--- src/rtl/ra_march_sdr_32x32_if.sv ---
// rtl/ra_march_sdr_32x32_if.sv - 2R1W register-array port bundle driven by the March C- sequencer
interface ra_march_sdr_32x32_if;
    logic        rd_enb_0;
    logic        rd_enb_1;
    logic [0:4]  rd_adr_0;
    logic [0:4]  rd_adr_1;
    logic [0:31] rd_dat_0;
    logic [0:31] rd_dat_1;
    logic        wr_enb_0;
    logic [0:4]  wr_adr_0;
    logic [0:31] wr_dat_0;

    modport master (
        output rd_enb_0, rd_enb_1, rd_adr_0, rd_adr_1, wr_enb_0, wr_adr_0, wr_dat_0,
        input  rd_dat_0, rd_dat_1
    );

    modport slave (
        input  rd_enb_0, rd_enb_1, rd_adr_0, rd_adr_1, wr_enb_0, wr_adr_0, wr_dat_0,
        output rd_dat_0, rd_dat_1
    );
endinterface

--- src/rtl/ra_march_sdr_32x32.sv ---
// rtl/ra_march_sdr_32x32.sv - March C- sequencer and dual-port checker for the 2R1W 32x32 array
module ra_march_sdr_32x32 #(
    parameter int RD_LAT       = 1,
    parameter bit STOP_ON_FAIL = 1'b0
) (
    input  logic        clk,
    input  logic        reset,
    input  logic        start,
    input  logic [0:31] bg,
    output logic        busy,
    output logic        done,
    output logic        pass,
    output logic        fail,
    output logic [0:4]  fail_adr,
    output logic [0:2]  fail_elem,
    output logic        fail_port,
    output logic [0:7]  fail_cnt,
    ra_march_sdr_32x32_if.master arr
);
    typedef enum logic [1:0] {S_IDLE, S_RUN, S_DRAIN, S_DONE} state_t;

    state_t      state;
    logic [2:0]  elem;
    logic [4:0]  adr;
    logic        ph;
    logic        last_iss;
    logic [0:31] bg_q;
    logic [0:31] rd_exp;
    logic [2:0]  rd_elem;
    logic [1:0]  drain_cnt;

    logic        p_vld  [RD_LAT];
    logic [0:31] p_exp  [RD_LAT];
    logic [4:0]  p_adr  [RD_LAT];
    logic [2:0]  p_elem [RD_LAT];

    logic        accept, issue, is_rd, up, mm0, mm1, stop_now;
    logic [2:0]  src_e, nxt_e;
    logic [4:0]  src_a, nxt_a;
    logic        src_p, nxt_p;
    logic [0:31] src_bg, rd_word, wr_word;
    logic [8:0]  cnt_sum;

    // Counters name the next op to issue; on an accepted start the source is forced to E0/adr 0.
    always_comb begin
        accept  = start && (state == S_IDLE || state == S_DONE);
        src_e   = accept ? 3'd0 : elem;
        src_a   = accept ? 5'd0 : adr;
        src_p   = accept ? 1'b0 : ph;
        src_bg  = accept ? bg : bg_q;
        is_rd   = (src_e == 3'd5) || (src_e != 3'd0 && !src_p);
        rd_word = (src_e == 3'd2 || src_e == 3'd4) ? ~src_bg : src_bg;
        wr_word = (src_e == 3'd1 || src_e == 3'd3) ? ~src_bg : src_bg;
        up      = !(src_e == 3'd3 || src_e == 3'd4);
        nxt_e   = src_e;
        nxt_a   = src_a;
        nxt_p   = 1'b0;
        if (src_e >= 3'd1 && src_e <= 3'd4 && !src_p) begin
            nxt_p = 1'b1;
        end else if (src_a == (up ? 5'd31 : 5'd0)) begin
            nxt_e = src_e + 3'd1;
            nxt_a = (nxt_e == 3'd3 || nxt_e == 3'd4) ? 5'd31 : 5'd0;
        end else begin
            nxt_a = up ? src_a + 5'd1 : src_a - 5'd1;
        end
        mm0      = p_vld[RD_LAT-1] && (arr.rd_dat_0 != p_exp[RD_LAT-1]);
        mm1      = p_vld[RD_LAT-1] && (arr.rd_dat_1 != p_exp[RD_LAT-1]);
        cnt_sum  = {1'b0, fail_cnt} + {8'd0, mm0} + {8'd0, mm1};
        stop_now = STOP_ON_FAIL && (mm0 || mm1) && !fail;
        issue    = accept || (state == S_RUN && !last_iss && !stop_now);
    end

    always_ff @(posedge clk) begin
        if (reset) begin
            state     <= S_IDLE;
            elem      <= 3'd0;
            adr       <= 5'd0;
            ph        <= 1'b0;
            last_iss  <= 1'b0;
            bg_q      <= '0;
            rd_exp    <= '0;
            rd_elem   <= 3'd0;
            drain_cnt <= 2'd0;
            busy      <= 1'b0;
            done      <= 1'b0;
            pass      <= 1'b0;
            fail      <= 1'b0;
            fail_adr  <= '0;
            fail_elem <= '0;
            fail_port <= 1'b0;
            fail_cnt  <= '0;
            arr.rd_enb_0 <= 1'b0;
            arr.rd_enb_1 <= 1'b0;
            arr.rd_adr_0 <= '0;
            arr.rd_adr_1 <= '0;
            arr.wr_enb_0 <= 1'b0;
            arr.wr_adr_0 <= '0;
            arr.wr_dat_0 <= '0;
            for (int i = 0; i < RD_LAT; i++) p_vld[i] <= 1'b0;
        end else begin
            p_vld[0]  <= arr.rd_enb_0;
            p_exp[0]  <= rd_exp;
            p_adr[0]  <= arr.rd_adr_0;
            p_elem[0] <= rd_elem;
            for (int i = 1; i < RD_LAT; i++) begin
                p_vld[i]  <= p_vld[i-1];
                p_exp[i]  <= p_exp[i-1];
                p_adr[i]  <= p_adr[i-1];
                p_elem[i] <= p_elem[i-1];
            end

            if (mm0 || mm1) begin
                fail     <= 1'b1;
                fail_cnt <= cnt_sum[8] ? 8'hFF : cnt_sum[7:0];
                if (!fail) begin
                    fail_adr  <= p_adr[RD_LAT-1];
                    fail_elem <= p_elem[RD_LAT-1];
                    fail_port <= !mm0;
                end
            end

            if (issue) begin
                arr.rd_enb_0 <= is_rd;
                arr.rd_enb_1 <= is_rd;
                arr.rd_adr_0 <= is_rd ? src_a : 5'd0;
                arr.rd_adr_1 <= is_rd ? src_a : 5'd0;
                arr.wr_enb_0 <= !is_rd;
                arr.wr_adr_0 <= is_rd ? 5'd0 : src_a;
                arr.wr_dat_0 <= is_rd ? '0 : wr_word;
                rd_exp       <= rd_word;
                rd_elem      <= src_e;
                elem         <= nxt_e;
                adr          <= nxt_a;
                ph           <= nxt_p;
                last_iss     <= (src_e == 3'd5) && (src_a == 5'd31);
            end else begin
                arr.rd_enb_0 <= 1'b0;
                arr.rd_enb_1 <= 1'b0;
                arr.rd_adr_0 <= '0;
                arr.rd_adr_1 <= '0;
                arr.wr_enb_0 <= 1'b0;
                arr.wr_adr_0 <= '0;
                arr.wr_dat_0 <= '0;
            end

            unique case (state)
                S_IDLE, S_DONE: if (accept) begin
                    state     <= S_RUN;
                    bg_q      <= bg;
                    busy      <= 1'b1;
                    done      <= 1'b0;
                    pass      <= 1'b0;
                    fail      <= 1'b0;
                    fail_adr  <= '0;
                    fail_elem <= '0;
                    fail_port <= 1'b0;
                    fail_cnt  <= '0;
                end
                S_RUN: if (last_iss || stop_now) begin
                    state     <= S_DRAIN;
                    drain_cnt <= 2'(RD_LAT - 1);
                end
                S_DRAIN: begin
                    if (drain_cnt == 2'd0) begin
                        state <= S_DONE;
                        busy  <= 1'b0;
                        done  <= 1'b1;
                        pass  <= !(fail || mm0 || mm1);
                    end else begin
                        drain_cnt <= drain_cnt - 2'd1;
                    end
                end
                default: state <= S_IDLE;
            endcase
        end
    end
endmodule

--- src/flat_wrapper.sv ---
// flat-port wrapper written by rule: the top's interface ports become plain ports
module ra_march_sdr_32x32_flat 
#(
    parameter int RD_LAT       = 1,
    parameter bit STOP_ON_FAIL = 1'b0
)
  (clk, reset, start, bg, busy, done, pass, fail, fail_adr, fail_elem, fail_port, fail_cnt, arr_rd_enb_0, arr_rd_enb_1, arr_rd_adr_0, arr_rd_adr_1, arr_wr_enb_0, arr_wr_adr_0, arr_wr_dat_0, arr_rd_dat_0, arr_rd_dat_1);
  ra_march_sdr_32x32_if arr_i ();
  input  logic clk;
  input  logic reset;
  input  logic start;
  input  logic [0:31] bg;
  output logic busy;
  output logic done;
  output logic pass;
  output logic fail;
  output logic [0:4] fail_adr;
  output logic [0:2] fail_elem;
  output logic fail_port;
  output logic [0:7] fail_cnt;
  output wire logic [$bits(arr_i.rd_enb_0)-1:0] arr_rd_enb_0;
  output wire logic [$bits(arr_i.rd_enb_1)-1:0] arr_rd_enb_1;
  output wire logic [$bits(arr_i.rd_adr_0)-1:0] arr_rd_adr_0;
  output wire logic [$bits(arr_i.rd_adr_1)-1:0] arr_rd_adr_1;
  output wire logic [$bits(arr_i.wr_enb_0)-1:0] arr_wr_enb_0;
  output wire logic [$bits(arr_i.wr_adr_0)-1:0] arr_wr_adr_0;
  output wire logic [$bits(arr_i.wr_dat_0)-1:0] arr_wr_dat_0;
  input wire logic [$bits(arr_i.rd_dat_0)-1:0] arr_rd_dat_0;
  input wire logic [$bits(arr_i.rd_dat_1)-1:0] arr_rd_dat_1;
  assign arr_rd_enb_0 = arr_i.rd_enb_0;
  assign arr_rd_enb_1 = arr_i.rd_enb_1;
  assign arr_rd_adr_0 = arr_i.rd_adr_0;
  assign arr_rd_adr_1 = arr_i.rd_adr_1;
  assign arr_wr_enb_0 = arr_i.wr_enb_0;
  assign arr_wr_adr_0 = arr_i.wr_adr_0;
  assign arr_wr_dat_0 = arr_i.wr_dat_0;
  assign arr_i.rd_dat_0 = arr_rd_dat_0;
  assign arr_i.rd_dat_1 = arr_rd_dat_1;
  ra_march_sdr_32x32 #(.RD_LAT(RD_LAT), .STOP_ON_FAIL(STOP_ON_FAIL)) u_core (.clk(clk), .reset(reset), .start(start), .bg(bg), .busy(busy), .done(done), .pass(pass), .fail(fail), .fail_adr(fail_adr), .fail_elem(fail_elem), .fail_port(fail_port), .fail_cnt(fail_cnt), .arr(arr_i));
endmodule
--- config.mk ---
export PLATFORM = sky130hd
export DESIGN_NAME = ra_march_sdr_32x32_flat
export DESIGN_NICKNAME = d
export VERILOG_FILES = /design/src/rtl/ra_march_sdr_32x32_if.sv /design/src/rtl/ra_march_sdr_32x32.sv /design/src/flat_wrapper.sv
export SDC_FILE = /design/constraint.sdc
export NUM_CORES = 1
export LEC_CHECK = 0
export CORE_MARGIN = 2
export CORE_UTILIZATION = 45
export CTS_CLUSTER_SIZE = 8
export DETAILED_ROUTE_END_ITERATION = 12
export GPL_TIMING_DRIVEN = 1
export HOLD_SLACK_MARGIN = 0.06
export PLACE_DENSITY_LB_ADDON = 0.2
export REMOVE_ABC_BUFFERS = 1
export SYNTH_ARGS = -nofsm -noshare
export SYNTH_HDL_FRONTEND = slang
export SYNTH_SLANG_ARGS = --single-unit
--- constraint.sdc ---
create_clock -name clk -period 6.84 [get_ports clk]
set_input_delay 1.368 -clock clk [delete_from_list [all_inputs] [get_ports clk]]
set_output_delay 1.368 -clock clk [all_outputs]
set_load 0.1 [all_outputs]
# ---- Yosys cells after proc, flatten, opt, wreduce, memory -nomap -nowiden
# Memory sizes are Yosys's and may differ from the RTL's.
# Index checks and enable logic that the tools add are counted.
dict set report totals {
  register_bits 146
  mem_bits_rw 41
  in_bits 99
  output_inout_bits 71
  n_memories 4
}
# name words word_bits read_ports rd_clocked_by_memory_dff write_ports line
set memory_table {}
lappend memory_table {u_core.p_exp 1 32 1 0 1 ra_march_sdr_32x32.sv:33} ;# logic [0:31] p_exp [RD_LAT];
lappend memory_table {u_core.p_adr 1 5 1 0 1 ra_march_sdr_32x32.sv:34} ;# logic [4:0] p_adr [RD_LAT];
lappend memory_table {u_core.p_elem 1 3 1 0 1 ra_march_sdr_32x32.sv:35} ;# logic [2:0] p_elem [RD_LAT];
lappend memory_table {u_core.p_vld 1 1 1 0 1 ra_march_sdr_32x32.sv:32} ;# logic p_vld [RD_LAT];
dict set report classes {
  addsub 6
  order_cmp 2
  eq_ne 18
  muxes 53
  bitwise 3
  reduce_logical 36
}
# cell count
set op_table {}
lappend op_table {{$mux W32} 3}
lappend op_table {{$ne A32 B32 Y1} 2}
lappend op_table {{$mux W5} 10}
lappend op_table {{$mux W8} 4}
lappend op_table {{$not A32 Y32} 1}
lappend op_table {{$mux W3} 7}
lappend op_table {{$mux W1} 19}
lappend op_table {{$logic_or A1 B1 Y1} 10}
lappend op_table {{$mux W2} 5}
lappend op_table {{$add A8 B1 Y9} 1}
lappend op_table {{$add A9 B1 Y9} 1}
lappend op_table {{$eq A3 B2 Y1 const B} 3}
lappend op_table {{$eq A3 B3 Y1 const B} 3}
lappend op_table {{$reduce_and A3 Y1} 3}
lappend op_table {{$logic_and A1 B1 Y1} 8}
lappend op_table {{$ne A2 B1 Y1 const B} 3}
lappend op_table {{$pmux W1 S2} 3}
lappend op_table {{$pmux W2 S3} 1}
lappend op_table {{$reduce_or A3 Y1} 2}
lappend op_table {{$add A5 B1 Y5 const B} 1}
lappend op_table {{$eq A5 B5 Y1} 1}
lappend op_table {{$eq A5 B5 Y1 const B} 1}
lappend op_table {{$logic_not A1 Y1} 5}
lappend op_table {{$sub A5 B1 Y5 const B} 1}
lappend op_table {{other kinds (15)} 20}

# ---- Logic depth before layout (Yosys ltp)
dict set report depth {
  depth_word 10
  ltp_mapped 18
}

# ---- Least setup slack after synthesis
# No wires, ideal clock.
dict set report synth_timing {
  path_type {in2reg}
  startpoint {input start}
  endpoint {register u_core.adr[4]}
  arrival_time_ps 3966
  t_required_ps 6707
  path_slack_ps 2741
  stages 15
  n_path_buf 1
  cell_sequence {nand2_1 clkbuf_1 nand2_1 ha_1 and3_1 a21oi_1 inv_1 ha_1 nor2b_1 o21ai_0 nand2b_1 xnor2_1 and3_1 o21ai_1 a31oi_1}
}
dict set report synth_between {
  elab_chain_cells 8
  elab_cells_between_ends 25
  cone_classes {3 x add/sub; 2 x order compare; 5 x eq/ne; 8 x mux; 7 x reduce/logical}
}
# item line
set synth_rtl {}
lappend synth_rtl {{start, declared} flat_wrapper.sv:11} ;# input logic start;
lappend synth_rtl {{$logic_and A1 B1 Y1 *} ra_march_sdr_32x32.sv:46} ;# accept = start && (state == S_IDLE || state == S_DONE);
lappend synth_rtl {{$mux W3} ra_march_sdr_32x32.sv:47} ;# src_e = accept ? 3'd0 : elem;
lappend synth_rtl {{$add A3 B1 Y3, or another cell as far along} ra_march_sdr_32x32.sv:61} ;# nxt_e = src_e + 3'd1;
lappend synth_rtl {{$eq A3 B2 Y1, or another cell as far along} ra_march_sdr_32x32.sv:62} ;# nxt_a = (nxt_e == 3'd3 || nxt_e == 3'd4) ? 5'd31 : 5'd0;
lappend synth_rtl {{$logic_or A1 B1 Y1 / $mux W5 (equally long branches)} {ra_march_sdr_32x32.sv:62, ra_march_sdr_32x32.sv:60}}
lappend synth_rtl {{$mux W5 / $eq A5 B5 Y1 (equally long branches)} {ra_march_sdr_32x32.sv:62, ra_march_sdr_32x32.sv:60}}
lappend synth_rtl {{$mux W5} ra_march_sdr_32x32.sv:60} ;# end else if (src_a == (up ? 5'd31 : 5'd0)) begin
lappend synth_rtl {{$mux W5} ra_march_sdr_32x32.sv:58} ;# if (src_e >= 3'd1 && src_e <= 3'd4 && !src_p) begin
lappend synth_rtl {{end signal, assigned} ra_march_sdr_32x32.sv:133} ;# adr <= nxt_a;
lappend synth_rtl {{end, declared} ra_march_sdr_32x32.sv:24} ;# logic [4:0] adr;
# Mark *: on every way between the ends. The rest lies on a longest branch, timed or not.
# A chain may end at the register's enable or synchronous reset.

# ---- Worst setup path in the final report
# Same ends and word-level chain as after synthesis.

==> reports/results.ini <==
[worst_setup_path]
critPathKind=primary input to flip-flop
start_kind=primary input
cp_data_required_time_ns=7.12
cp-end-kind=flip-flop
cp.arrival_ns=4.81
path_max_fanout=16

[global_route]
grt_overflow_total=0
grt_pass1_vias=5534
grtUsageTotal=0.2052
grt_pass1_wl_mm=29.29
grt_max_degree=83
antenna_found_initial=1

[clocking]
cts_tree=built
cts_max_path_buffers=2
clk_latency_ns=0.43
htree_levels=4
clock-sinks=187
clk_pin_slew_worst_paths_ns=0.07
post_cts_resized=0
cts-hold-fix-buffers=0
cts-buffers-inserted=17
cts-root-buf=clkbuf_16
post_cts_buffers=0

[timing]
fin_worst_skew_ns=0.01187
fin_setup_tns_ns=0
slew_violations=0
fmax_mhz=220.8
period_needed_ns=4.530
fin_crit_sh=0.6623
finalSetupViolCount=0
worst_slew_pin_slew_ns=1.004
hold_viol=0
rsz0062_at_grt=no
timing.slew.headroom=0.3306
hold_ws_ns=0.4327

[synthesis]
yosysSeqAreaShare=0.5208
synth_seq_cells=187
synth_cell_type_count=56
synthArstFlopShare=0
synthFlopType=dfxtp_1
synth_edf_count=40
synth_area_um2=7958
synth_area_per_cell_um2=10.38
netlist_instances=767
synth_warnings=0

[place]
dpl.hpwl_mm=13.12
dpl-instance-area_um2=9767
routabilityCongestion=0.8796
port_buffers=169

[floorplanning]
die_h_um=137.0
core_um2=17300
pin_count=170
start_util=0.4601
num_rows=48
die_width_um=137.0
dieArea_um2=18760

[route]
vias=5792
vias_per_cell=5.019
wl_per_cell_um=16.21
drc=0
drtIter0Drc=310
first_pass_iters=5
route.antenna.remaining_nets=0
finalWirelength_mm=18.70

[cells_and_area]
mostFrequentLayoutCell=clkdlybuf4s50_1
diodes=0
regArea_um2=4144
utilization=0.6016
nFillCells=1506
synthToLayoutAreaGrowth_pct=30.77
drive_gt1_frac=0.06566
final_cell_mix=clkdlybuf4s50_1, dfxtp_1, xnor2_1
multi_input_area_um2=3538
stdcell_area_um2=10410
nets=1032

[flow_run]
maxCapViolCount=0

[run_status]
outcome=complete, no violations

[pwr]
power-per-cell-area_nw_per_um2=313.1
power.leakage_nw=3.792
vdd_drop_max_uv=232.7

[worst_hold_path]
hold_class=flip-flop to flip-flop

-- logic make-up (layout without fill, tap and decap cells) --
| group | Yosys count | count (layout) | synth area share |
|---|---|---|---|
| simple gates | 221 | 221 | 0.1288 |
| compound gates | 104 | 104 | 0.08727 |
| fa+ha+maj | 17 | 17 | 0.02767 |
| xor+xnor | 132 | 132 | 0.1453 |
| flops | 187 | 187 | 0.5208 |
| buf+inv | 64 | 226 | 0.03742 |
| mux | 42 | 42 | 0.05283 |
-- per-layer routing --
layer  routed length [um]  global-route usage  vias up  share of wire
met3                  962             0.04593       32          0.051
met2                 8844              0.3286      152           0.47
met1                 8391              0.2684     2699           0.45
li1                     -                   -     2909              -
met4                  504             0.08305        0          0.027
met5                    0                   0        -              0
-- stage by stage --
step / worst slack [ns] / total power [mW] / cells
after global routing: 2.008 / 3.400 / 1154
after CTS: 2.340 / 3.280 / 1154
after global placement: 1.963 / 2.209 / 1122
after floorplan: 1.941 / 1.979 / 722
final: 2.310 / 3.259 / 1154
after detailed placement: 1.895 / 2.220 / 1122
-- cell type report --
class / instances / share of cell area
repair buffers: 175 / 0.1664
inverters: 19 / 0.006853
clock buffers: 19 / 0.04461
well taps: 225 / 0.02705
clock inverters: 13 / 0.01683
flip-flops and latches: 187 / 0.3982
multi-input cells: 516 / 0.3400
-- final timing paths --
kind              depth (start not counted)  slack (ns)              start                 end
setup / recovery                         15        2.31              start       u_core.adr[4]
hold / removal                            0        0.43  u_core.rd_exp[31]  u_core.p_exp[0][0]
setup reg to reg                         16        2.85    u_core.state[0]       u_core.adr[4]
hold reg to reg                           0        0.43  u_core.rd_exp[31]  u_core.p_exp[0][0]
-- critical path, stage by stage --
cell and delay, ns:
clkdlybuf4s50_1 0.44, nand2_1 0.47, nand2_1 0.23, ha_1 0.30, and3_1 0.21, a21oi_1 0.31
inv_1 0.15, ha_1 0.37, nor2b_1 0.16, o21ai_0 0.15, nand2b_1 0.09, xnor2_1 0.14
and3_1 0.20, o21ai_1 0.13, a31oi_1 0.08
-- synthesized netlist by cell type (2+ instances only) --
cell type	count	area, um^2
mux2i_1	42	420.4
a21oi_1	27	135.1
buf_2	10	50.05
o22ai_1	3	18.77
xnor2_1	131	1147
o21bai_1	3	22.52
a31oi_1	4	25.02
nand3_1	7	35.03
nand2_2	2	12.51
buf_4	10	75.07
o21ai_0	9	45.04
nor2_1	125	469.2
o21ai_1	5	25.02
inv_1	16	60.06
and2_1	5	31.28
nor2b_1	5	31.28
and4_1	2	17.52
inv_2	3	11.26
and3_1	4	25.02
o21ba_2	2	20.02
nor3_1	7	35.03
clkbuf_1	23	86.33
a211oi_1	37	277.8
nor4_2	4	50.05
ha_1	16	200.2
nand2_1	30	112.6
dfxtp_1	147	2943
or3_1	3	18.77
edfxtp_1	40	1201
nand4_1	19	118.9
-- state kept, by name, indices dropped and copies added, names as in the netlist, 2 cells and up --
signal and cells:
u_core.adr 5, u_core.arr.rd_adr_0 5, u_core.arr.wr_adr_0 5, u_core.arr.wr_dat_0 32
u_core.bg_q 32, u_core.drain_cnt 2, u_core.elem 3, u_core.fail_adr 5
u_core.fail_cnt 8, u_core.fail_elem 3, u_core.p_adr 5, u_core.p_elem 3
u_core.p_exp 32, u_core.rd_elem 3, u_core.rd_exp 32, u_core.state 2
-- power breakdown --
part,leakage [nW],switching (mW),total (mW),internal [mW]
Combinational,1.86,0.519,0.827,0.308
Sequential,1.61,0.0812,1.37,1.29
Clock,0.321,0.446,1.06,0.619
Power figures use the tool's default switching activity.
